===== src/rtl/lh_message_sequencer.sv =====
// Host byte stream to light_hash single-byte pulse handshake: FIFO buffering,
// 0xFF / message / 0x00 framing, digest capture and abort reporting.
module lh_message_sequencer #(
  parameter int unsigned DEPTH   = 16,
  parameter int unsigned TIMEOUT = 1024,
  parameter int unsigned CNT_W   = 16
) (
  input  logic             clk,
  input  logic             rst,
  input  logic [7:0]       in_byte,
  input  logic             in_valid,
  input  logic             in_last,
  output logic             in_ready,
  output logic [7:0]       hash_byte,
  output logic             hash_valid,
  input  logic             hash_busy,
  input  logic [63:0]      hash_digest,
  input  logic             hash_digest_ready,
  input  logic             hash_err,
  output logic [63:0]      digest,
  output logic             digest_valid,
  output logic [CNT_W-1:0] byte_count,
  output logic             msg_err,
  output logic             busy
);

  localparam int unsigned AW = $clog2(DEPTH);
  localparam int unsigned TW = $clog2(TIMEOUT + 1);
  localparam logic [TW-1:0] TIMER_LAST = TW'(TIMEOUT - 1);

  typedef enum logic [3:0] {
    S_IDLE, S_START, S_GAP, S_FETCH, S_SETTLE, S_WAIT_BUSY, S_END, S_WAIT_DIG, S_FLUSH
  } state_t;

  state_t          state;
  logic [AW:0]     wr_ptr, rd_ptr;
  logic [9:0]      mem [DEPTH];
  logic [9:0]      head;
  logic            full, empty;
  logic            drop;
  logic            accept, reserved, push, pop, in_scope;
  logic [9:0]      push_data;
  logic [CNT_W-1:0] cnt;
  logic [TW-1:0]   timer;
  logic            aborted, cur_last;

  assign empty    = (wr_ptr == rd_ptr);
  assign full     = (wr_ptr[AW] != rd_ptr[AW]) && (wr_ptr[AW-1:0] == rd_ptr[AW-1:0]);
  assign in_ready = !rst && !full;
  assign head     = mem[rd_ptr[AW-1:0]];
  assign busy     = (state != S_IDLE);

  assign accept    = in_valid && in_ready;
  assign reserved  = (in_byte == 8'h00) || (in_byte == 8'hFF);
  assign push      = accept && !drop;
  assign push_data = reserved ? {1'b1, 1'b1, 8'h00} : {1'b0, in_last, in_byte};
  assign in_scope  = (state == S_START) || (state == S_GAP) || (state == S_FETCH) ||
                     (state == S_SETTLE) || (state == S_WAIT_BUSY);
  // FETCH defers to a pending hash_err; FLUSH stops once this message's last entry is gone
  assign pop = !empty && (((state == S_FETCH) && !hash_err) ||
                          ((state == S_FLUSH) && !cur_last));

  always_ff @(posedge clk) begin
    if (push) mem[wr_ptr[AW-1:0]] <= push_data;
  end

  always_ff @(posedge clk) begin
    if (rst) begin
      wr_ptr <= '0;
      rd_ptr <= '0;
      drop   <= 1'b0;
    end else begin
      if (accept) begin
        if (drop) begin
          if (in_last) drop <= 1'b0;
        end else if (reserved && !in_last) begin
          drop <= 1'b1;
        end
      end
      if (push) wr_ptr <= wr_ptr + (AW+1)'(1);
      if (pop)  rd_ptr <= rd_ptr + (AW+1)'(1);
    end
  end

  always_ff @(posedge clk) begin
    if (rst) begin
      state        <= S_IDLE;
      hash_byte    <= '0;
      hash_valid   <= 1'b0;
      digest       <= '0;
      digest_valid <= 1'b0;
      byte_count   <= '0;
      msg_err      <= 1'b0;
      cnt          <= '0;
      timer        <= '0;
      aborted      <= 1'b0;
      cur_last     <= 1'b0;
    end else begin
      hash_valid   <= 1'b0;
      digest_valid <= 1'b0;
      msg_err      <= 1'b0;
      if (in_scope && hash_err) begin
        aborted <= 1'b1;
        state   <= S_FLUSH;
      end else begin
        case (state)
          S_IDLE: if (!empty) begin
            hash_byte  <= 8'hFF;
            hash_valid <= 1'b1;
            cnt        <= '0;
            aborted    <= 1'b0;
            cur_last   <= 1'b0;
            state      <= S_START;
          end
          S_START: state <= S_GAP;
          S_GAP:   state <= S_FETCH;
          S_FETCH: if (!empty) begin
            cur_last   <= head[8];
            hash_valid <= 1'b1;
            if (head[9]) begin
              aborted   <= 1'b1;
              hash_byte <= 8'h00;
              state     <= S_END;
            end else begin
              hash_byte <= head[7:0];
              cnt       <= (cnt == '1) ? cnt : cnt + CNT_W'(1);
              state     <= S_SETTLE;
            end
          end
          S_SETTLE: begin
            timer <= '0;
            state <= S_WAIT_BUSY;
          end
          S_WAIT_BUSY: begin
            if (!hash_busy) begin
              if (cur_last) begin
                hash_byte  <= 8'h00;
                hash_valid <= 1'b1;
                state      <= S_END;
              end else begin
                state <= S_FETCH;
              end
            end else if (timer == TIMER_LAST) begin
              aborted    <= 1'b1;
              hash_byte  <= 8'h00;
              hash_valid <= 1'b1;
              state      <= S_END;
            end else begin
              timer <= timer + TW'(1);
            end
          end
          S_END: begin
            timer <= '0;
            state <= S_WAIT_DIG;
          end
          S_WAIT_DIG: begin
            if (hash_digest_ready) begin
              if (aborted) begin
                msg_err <= 1'b1;
              end else begin
                digest       <= hash_digest;
                byte_count   <= cnt;
                digest_valid <= 1'b1;
              end
              state <= S_IDLE;
            end else if (timer == TIMER_LAST) begin
              msg_err <= 1'b1;
              state   <= S_IDLE;
            end else begin
              timer <= timer + TW'(1);
            end
          end
          S_FLUSH: begin
            if (cur_last) begin
              hash_byte  <= 8'h00;
              hash_valid <= 1'b1;
              state      <= S_END;
            end else if (!empty) begin
              cur_last <= head[8];
            end
          end
          default: state <= S_IDLE;
        endcase
      end
    end
  end

endmodule


===== config.mk =====
export PLATFORM = sky130hd
export DESIGN_NAME = lh_message_sequencer
export DESIGN_NICKNAME = d
export VERILOG_FILES = /design/src/rtl/lh_message_sequencer.sv
export SDC_FILE = /design/constraint.sdc
export NUM_CORES = 1
export LEC_CHECK = 0
export ABC_AREA = 1
export BUFFER_PORTS_ARGS = -buffer_cell sky130_fd_sc_hd__clkbuf_2
export CELL_PAD_IN_SITES_DETAIL_PLACEMENT = 0
export CELL_PAD_IN_SITES_GLOBAL_PLACEMENT = 1
export CORE_MARGIN = 2
export CORE_UTILIZATION = 36
export DETAILED_ROUTE_END_ITERATION = 10
export PLACE_DENSITY_LB_ADDON = 0.12
export SLEW_MARGIN = 25
export SYNTH_ARGS = -nofsm -noshare
export SYNTH_HDL_FRONTEND = slang
export SYNTH_SLANG_ARGS = --single-unit

===== constraint.sdc =====
create_clock -name clk -period 5.5 [get_ports clk]
set_clock_uncertainty 0.05 [all_clocks]
set_input_delay 0.55 -clock clk [delete_from_list [all_inputs] [get_ports clk]]
set_output_delay 0.55 -clock clk [all_outputs]
set_load 0.05 [all_outputs]

## Word-level counts from Yosys, hierarchy flattened

Memories as Yosys holds them, arrays and structs flattened. A register that Yosys moved wholly into a read port is not among the register bits.
Index checks and enable logic that the tools add are counted.

- Bitwise operators: 4
- Reductions and logical operators: 43
- Add/sub/neg operators: 4
- Muxes and demuxes: 54
- Equality and inequality tests: 31

Operators by type and width:

| kind | count |
|---|---|
| two-way mux 16 bit | 4 |
| two-way mux 8 bit | 6 |
| two-way mux 4 bit | 10 |
| one-hot mux 4 bit (9 select lines) | 1 |
| two-way mux 11 bit | 3 |
| one-hot mux 11 bit (3 select lines) | 1 |
| one-hot mux 16 bit (2 select lines) | 1 |
| one-hot mux 8 bit (4 select lines) | 1 |
| two-way mux 1 bit | 21 |
| adder 16 x 1 -> 16 bit, second input constant | 1 |
| equality test 16 bit, second input constant | 1 |
| equality test 4 x 3 -> 1 bit, second input constant | 4 |
| inequality test 3 x 2 -> 1 bit, second input constant | 5 |
| AND reduction 5 bit | 3 |
| inequality test 2 bit, second input constant | 7 |
| AND reduction 4 bit | 3 |
| AND reduction 6 bit | 2 |
| nonzero test 4 bit | 3 |
| adder 11 x 1 -> 11 bit, second input constant | 1 |
| equality test 11 x 10 -> 1 bit, second input constant | 1 |
| adder 5 x 1 -> 5 bit, second input constant | 2 |
| two-way mux 10 bit | 1 |
| logical AND 1 bit | 9 |
| one-hot mux 1 bit (3 select lines) | 3 |
| 23 further kinds | 42 |

- Memories: 1
- Input port bits: 79
- Register bits: 135
- Bits in writable memories: 160
- Word-level logic and storage cells: 152
- Output and inout port bits: 93

Memories:

| name | depth | bits a word | rd ports | clocked after Yosys merged registers in | wr ports | line | source |
|---|---|---|---|---|---|---|---|
| mem | 16 | 10 | 1 | 1 | 1 | 37 | `logic [9:0] mem [DEPTH];` |

## Depth between registers and ports, before layout

- Depth after elaboration: 8
- Gate-level depth with buffers: 13
- Mapped depth without buffers: 13

## Worst setup path after synthesis

No wires, ideal clock.

- Path type: input to register
- From: in rst
- To: mem mem[10][0] (enable)
- Path slack: 3.121 ns
- Cell stages on the path: 8
- Arrival time: 1.953 ns
- Data required time: 5.074 ns
- Library setup time: 0.376 ns
- Cell sequence: clkbuf_1 > inv_1 > nand2_1 > nor2_1 > nand2_1 > inv_1 > nand2_1 > nor2_1

- Cells in the longest elaborated chain, start to end: 6

RTL lines:

| what | line | source |
|---|---|---|
| from (decl) | 9 | `input logic rst,` |
| zero test 1 bit | 49 | `assign in_ready = !rst && !full;` |
| logical AND 1 bit | 49 |  |
| logical AND 1 bit | 53 | `assign accept = in_valid && in_ready;` |
| logical AND 1 bit | 55 | `assign push = accept && !drop;` |
| two-way mux 1 bit | 64 | `if (push) mem[wr_ptr[AW-1:0]] <= push_data;` |
| two-way mux 1 bit (not written as such) | 64 |  |
| to (decl) | 37 |  |

Every way passes these cells.

==> impl_metrics.json <==
{
  "syn_to_final_growth_pct": 19.2,
  "synth_common_cells": "338 x nor2_1, 172 x o21ai_0, 160 x edfxtp_1",
  "ys_warn_count": 0,
  "critical_path.n_buffers_inverters": 2,
  "regArea_um2": 7590,
  "vias": 9909,
  "cpMostUsedCell": "nand3_1",
  "critPathTopFamily": "simple AND/OR/NAND/NOR gates",
  "drt_iter0_drc": 699,
  "syn-num-nets": 1454,
  "antenna_cells": 0,
  "reg2reg_slack_ps": 2140,
  "drive_gt1_share_pct": 16.9,
  "cts_tree": "built",
  "critPathArrivalTime_ps": 3700,
  "setup_viol": 0,
  "wl_per_cell_um": 17.3,
  "post_cts_buffers": 0,
  "synth_mux_area_share_pct": 0,
  "min_to": "digest[26]",
  "drt_pre_antenna_iters": 5,
  "min_path_type": "input pin to flop",
  "synthDistinctLibCells": 38,
  "cp-end-kind": "flop",
  "ys_seq_area_share_pct": 60.8,
  "power_density_nw_per_um2": 388,
  "ctsHoldBuffers": 0,
  "synth_adder_area_share_pct": 0.702,
  "crit_fanout": 62,
  "dp_hpwl_um": 22300,
  "min-delay-start": "hash_digest[26]",
  "fin_crit_sh_pct": 61.0,
  "hold_depth": 3,
  "grt_util_all_layers_pct": 19.2,
  "multiInputGateArea_um2": 4330,
  "drc_errors": 0,
  "cp.required_ps": 5840,
  "drv_cap": 0,
  "critPathKind": "flop to flop",
  "via_per_inst": 4.97,
  "startpoint_type": "flop",
  "final.setup.tns_ps": 0,
  "core_um2": 34400,
  "cts_buffers": 35,
  "rsz0062_at_grt": "false",
  "fillerInstances": 3417,
  "worstPathCellList": "buf_4 -> clkinv_1 -> nand3_1 -> nand3_1 -> nand3_1 -> nand2_1 -> nand2_1 -> nand2_4 -> o21ai_0 -> nor2_1",
  "grt_max_degree": 98,
  "slew_headroom_pct": 30.0,
  "num_rows": 68,
  "fin_nets": 1604,
  "die_w_um": 190,
  "start_util_pct": 36.3,
  "synthSimpleGateAreaFrac_pct": 20.3,
  "placed_cells": 1936,
  "r2r_cells": 10,
  "status": "completed",
  "path_clk_slew_ps": 60,
  "synth_area_leader_cell": "edfxtp_1",
  "cts_resized": 0,
  "synthTopCellsByArea": "edfxtp_1 39%, dfxtp_1 22%, nor2_1 10%",
  "ys.flop_type": "edfxtp_1",
  "grt_overflow": 0,
  "synth-edff-count": 160,
  "syn_inst": 1368,
  "synth_top_cell_area_share_pct": 38.5,
  "io_pins": 172,
  "cts.sinks": 299,
  "first_global_vias": 9698,
  "gp_congestion": 0.804,
  "port-buffer-count": 171,
  "synth_top_family_by_area": "simple AND/OR/NAND/NOR gates",
  "ant_nets": 0,
  "yosys.area_share.xor_xnor_pct": 1.05,
  "antenna_found_initial": 1,
  "synth_compound_area_share_pct": 12.4,
  "ir_drop_uv": 186,
  "final_hold_viol_count": 0,
  "die_h_um": 190,
  "die_area_um2": 36200,
  "async_reset_ff_share_pct": 0,
  "cts_root_buffer": "clkbuf_16",
  "totalPowerFinal_w": 0.00577,
  "period_needed_ps": 3360,
  "h-tree-depth": 2,
  "ys_seq_elements": 299,
  "worstReg2RegEnd": "cnt[0]",
  "clock.fmax_ghz": 0.298,
  "clkLatencyLatePin_ps": 500,
  "max_stage_delay_ps": 670,
  "synth_area_per_cell_um2": 9.12,
  "drt_wl_total_um": 34400,
  "grt_pass1_wl_um": 54400,
  "p_leak_nw": 5.84,
  "clk_path_buf_depth": 3,
  "stdcell_count": 1994,
  "maxSlewViolCount": 0,
  "worst_pin_slew_ps": 1050,
  "crit_path_top_delay_cell": "clkinv_1",
  "synth_most_common_cell": "nor2_1",
  "synthesis.area_um2": 12500
}
through the flow:
stage	util, %	cell area [um^2]	setup WS, ps	hold slack, ps
2_1_floorplan	-	12500	3120	386
3_3_place_gp	39.9	13700	2200	404
3_5_place_dp	39.9	13700	2120	407
4_1_cts	43.3	14900	2110	189
5_1_grt	43.3	14900	1890	203
6_report	43.3	14900	2140	217
worst max-delay path by stage:
stage	from	to	slack [ps]	cells past startpoint
after CTS	flop	cnt[0]	2110	10
final	flop	cnt[0]	2140	10
after detailed placement	flop	cnt[0]	2120	10
after floorplan	rst	mem[10][0]	3120	8
after global routing	flop	cnt[0]	1890	10
after global placement	flop	cnt[0]	2200	10
kinds of logic (layout without fill, tap and decap cells):
kind of cell | count (synthesis) | count (layout)
compound gates | 282 | 282
xor+xnor | 15 | 15
fa+ha+maj | 7 | 7
buf+inv | 150 | 321
flops | 299 | 299
simple gates | 615 | 615
flip-flops by register name, indices dropped and copies added (netlist names), 4 cells and up, named ones only:
signal      cells
mem           160
digest         64
byte_count     16
cnt            16
timer          11
hash_byte       8
rd_ptr          5
wr_ptr          5
state           4
placed cells by master (no fill, tap or decap), types with 4 or more instances in the layout:
cell,count
xnor2_1,4
o221ai_1,7
clkinv_2,6
inv_1,76
o21ai_0,172
clkbuf_16,37
nor2_2,12
nor3_1,20
a21oi_1,59
buf_4,9
nor4_1,4
xor2_1,11
nand3_1,68
ha_1,7
nand4_1,12
nor2_1,327
dfxtp_1,137
a31oi_1,5
nor3b_1,4
nand2_1,157
o211ai_1,29
clkbuf_2,171
o22ai_1,4
inv_2,5
bufinv_16,5
clkbuf_1,7
edfxtp_1,160
clkinv_1,4
cell type report:
| cell class | instances | area share (%) |
|---|---|---|
| Clock inverter | 14 | 1.30 |
| Inverter | 83 | 2.09 |
| Timing Repair Buffer | 180 | 6.21 |
| Multi-Input combinational cell | 919 | 29.1 |
| Tap cell | 455 | 3.83 |
| Clock buffer | 44 | 6.40 |
| Sequential cell | 299 | 51.0 |
power breakdown:
part	internal (W)	switching (W)	leakage [nW]
logic	0.000251	0.000706	2.69
registers	0.00241	0.0000670	2.59
clock network	0.00145	0.000884	0.562
layer usage:
layer  global-route usage (%)  part of all wire, %  vias to the layer above
li1                         -                    -                     4957
met1                     28.2                   48                     4562
met2                     28.2                   42                      336
met3                     4.70                  7.8                       54
met4                     5.37                  2.2                        0
met5                        0                    0                        -
worst min-delay path: stages:
cell and delay, ps:
clkbuf_2 80, nor2_1 40, nor2_1 80
Power figures use the tool's default switching activity.
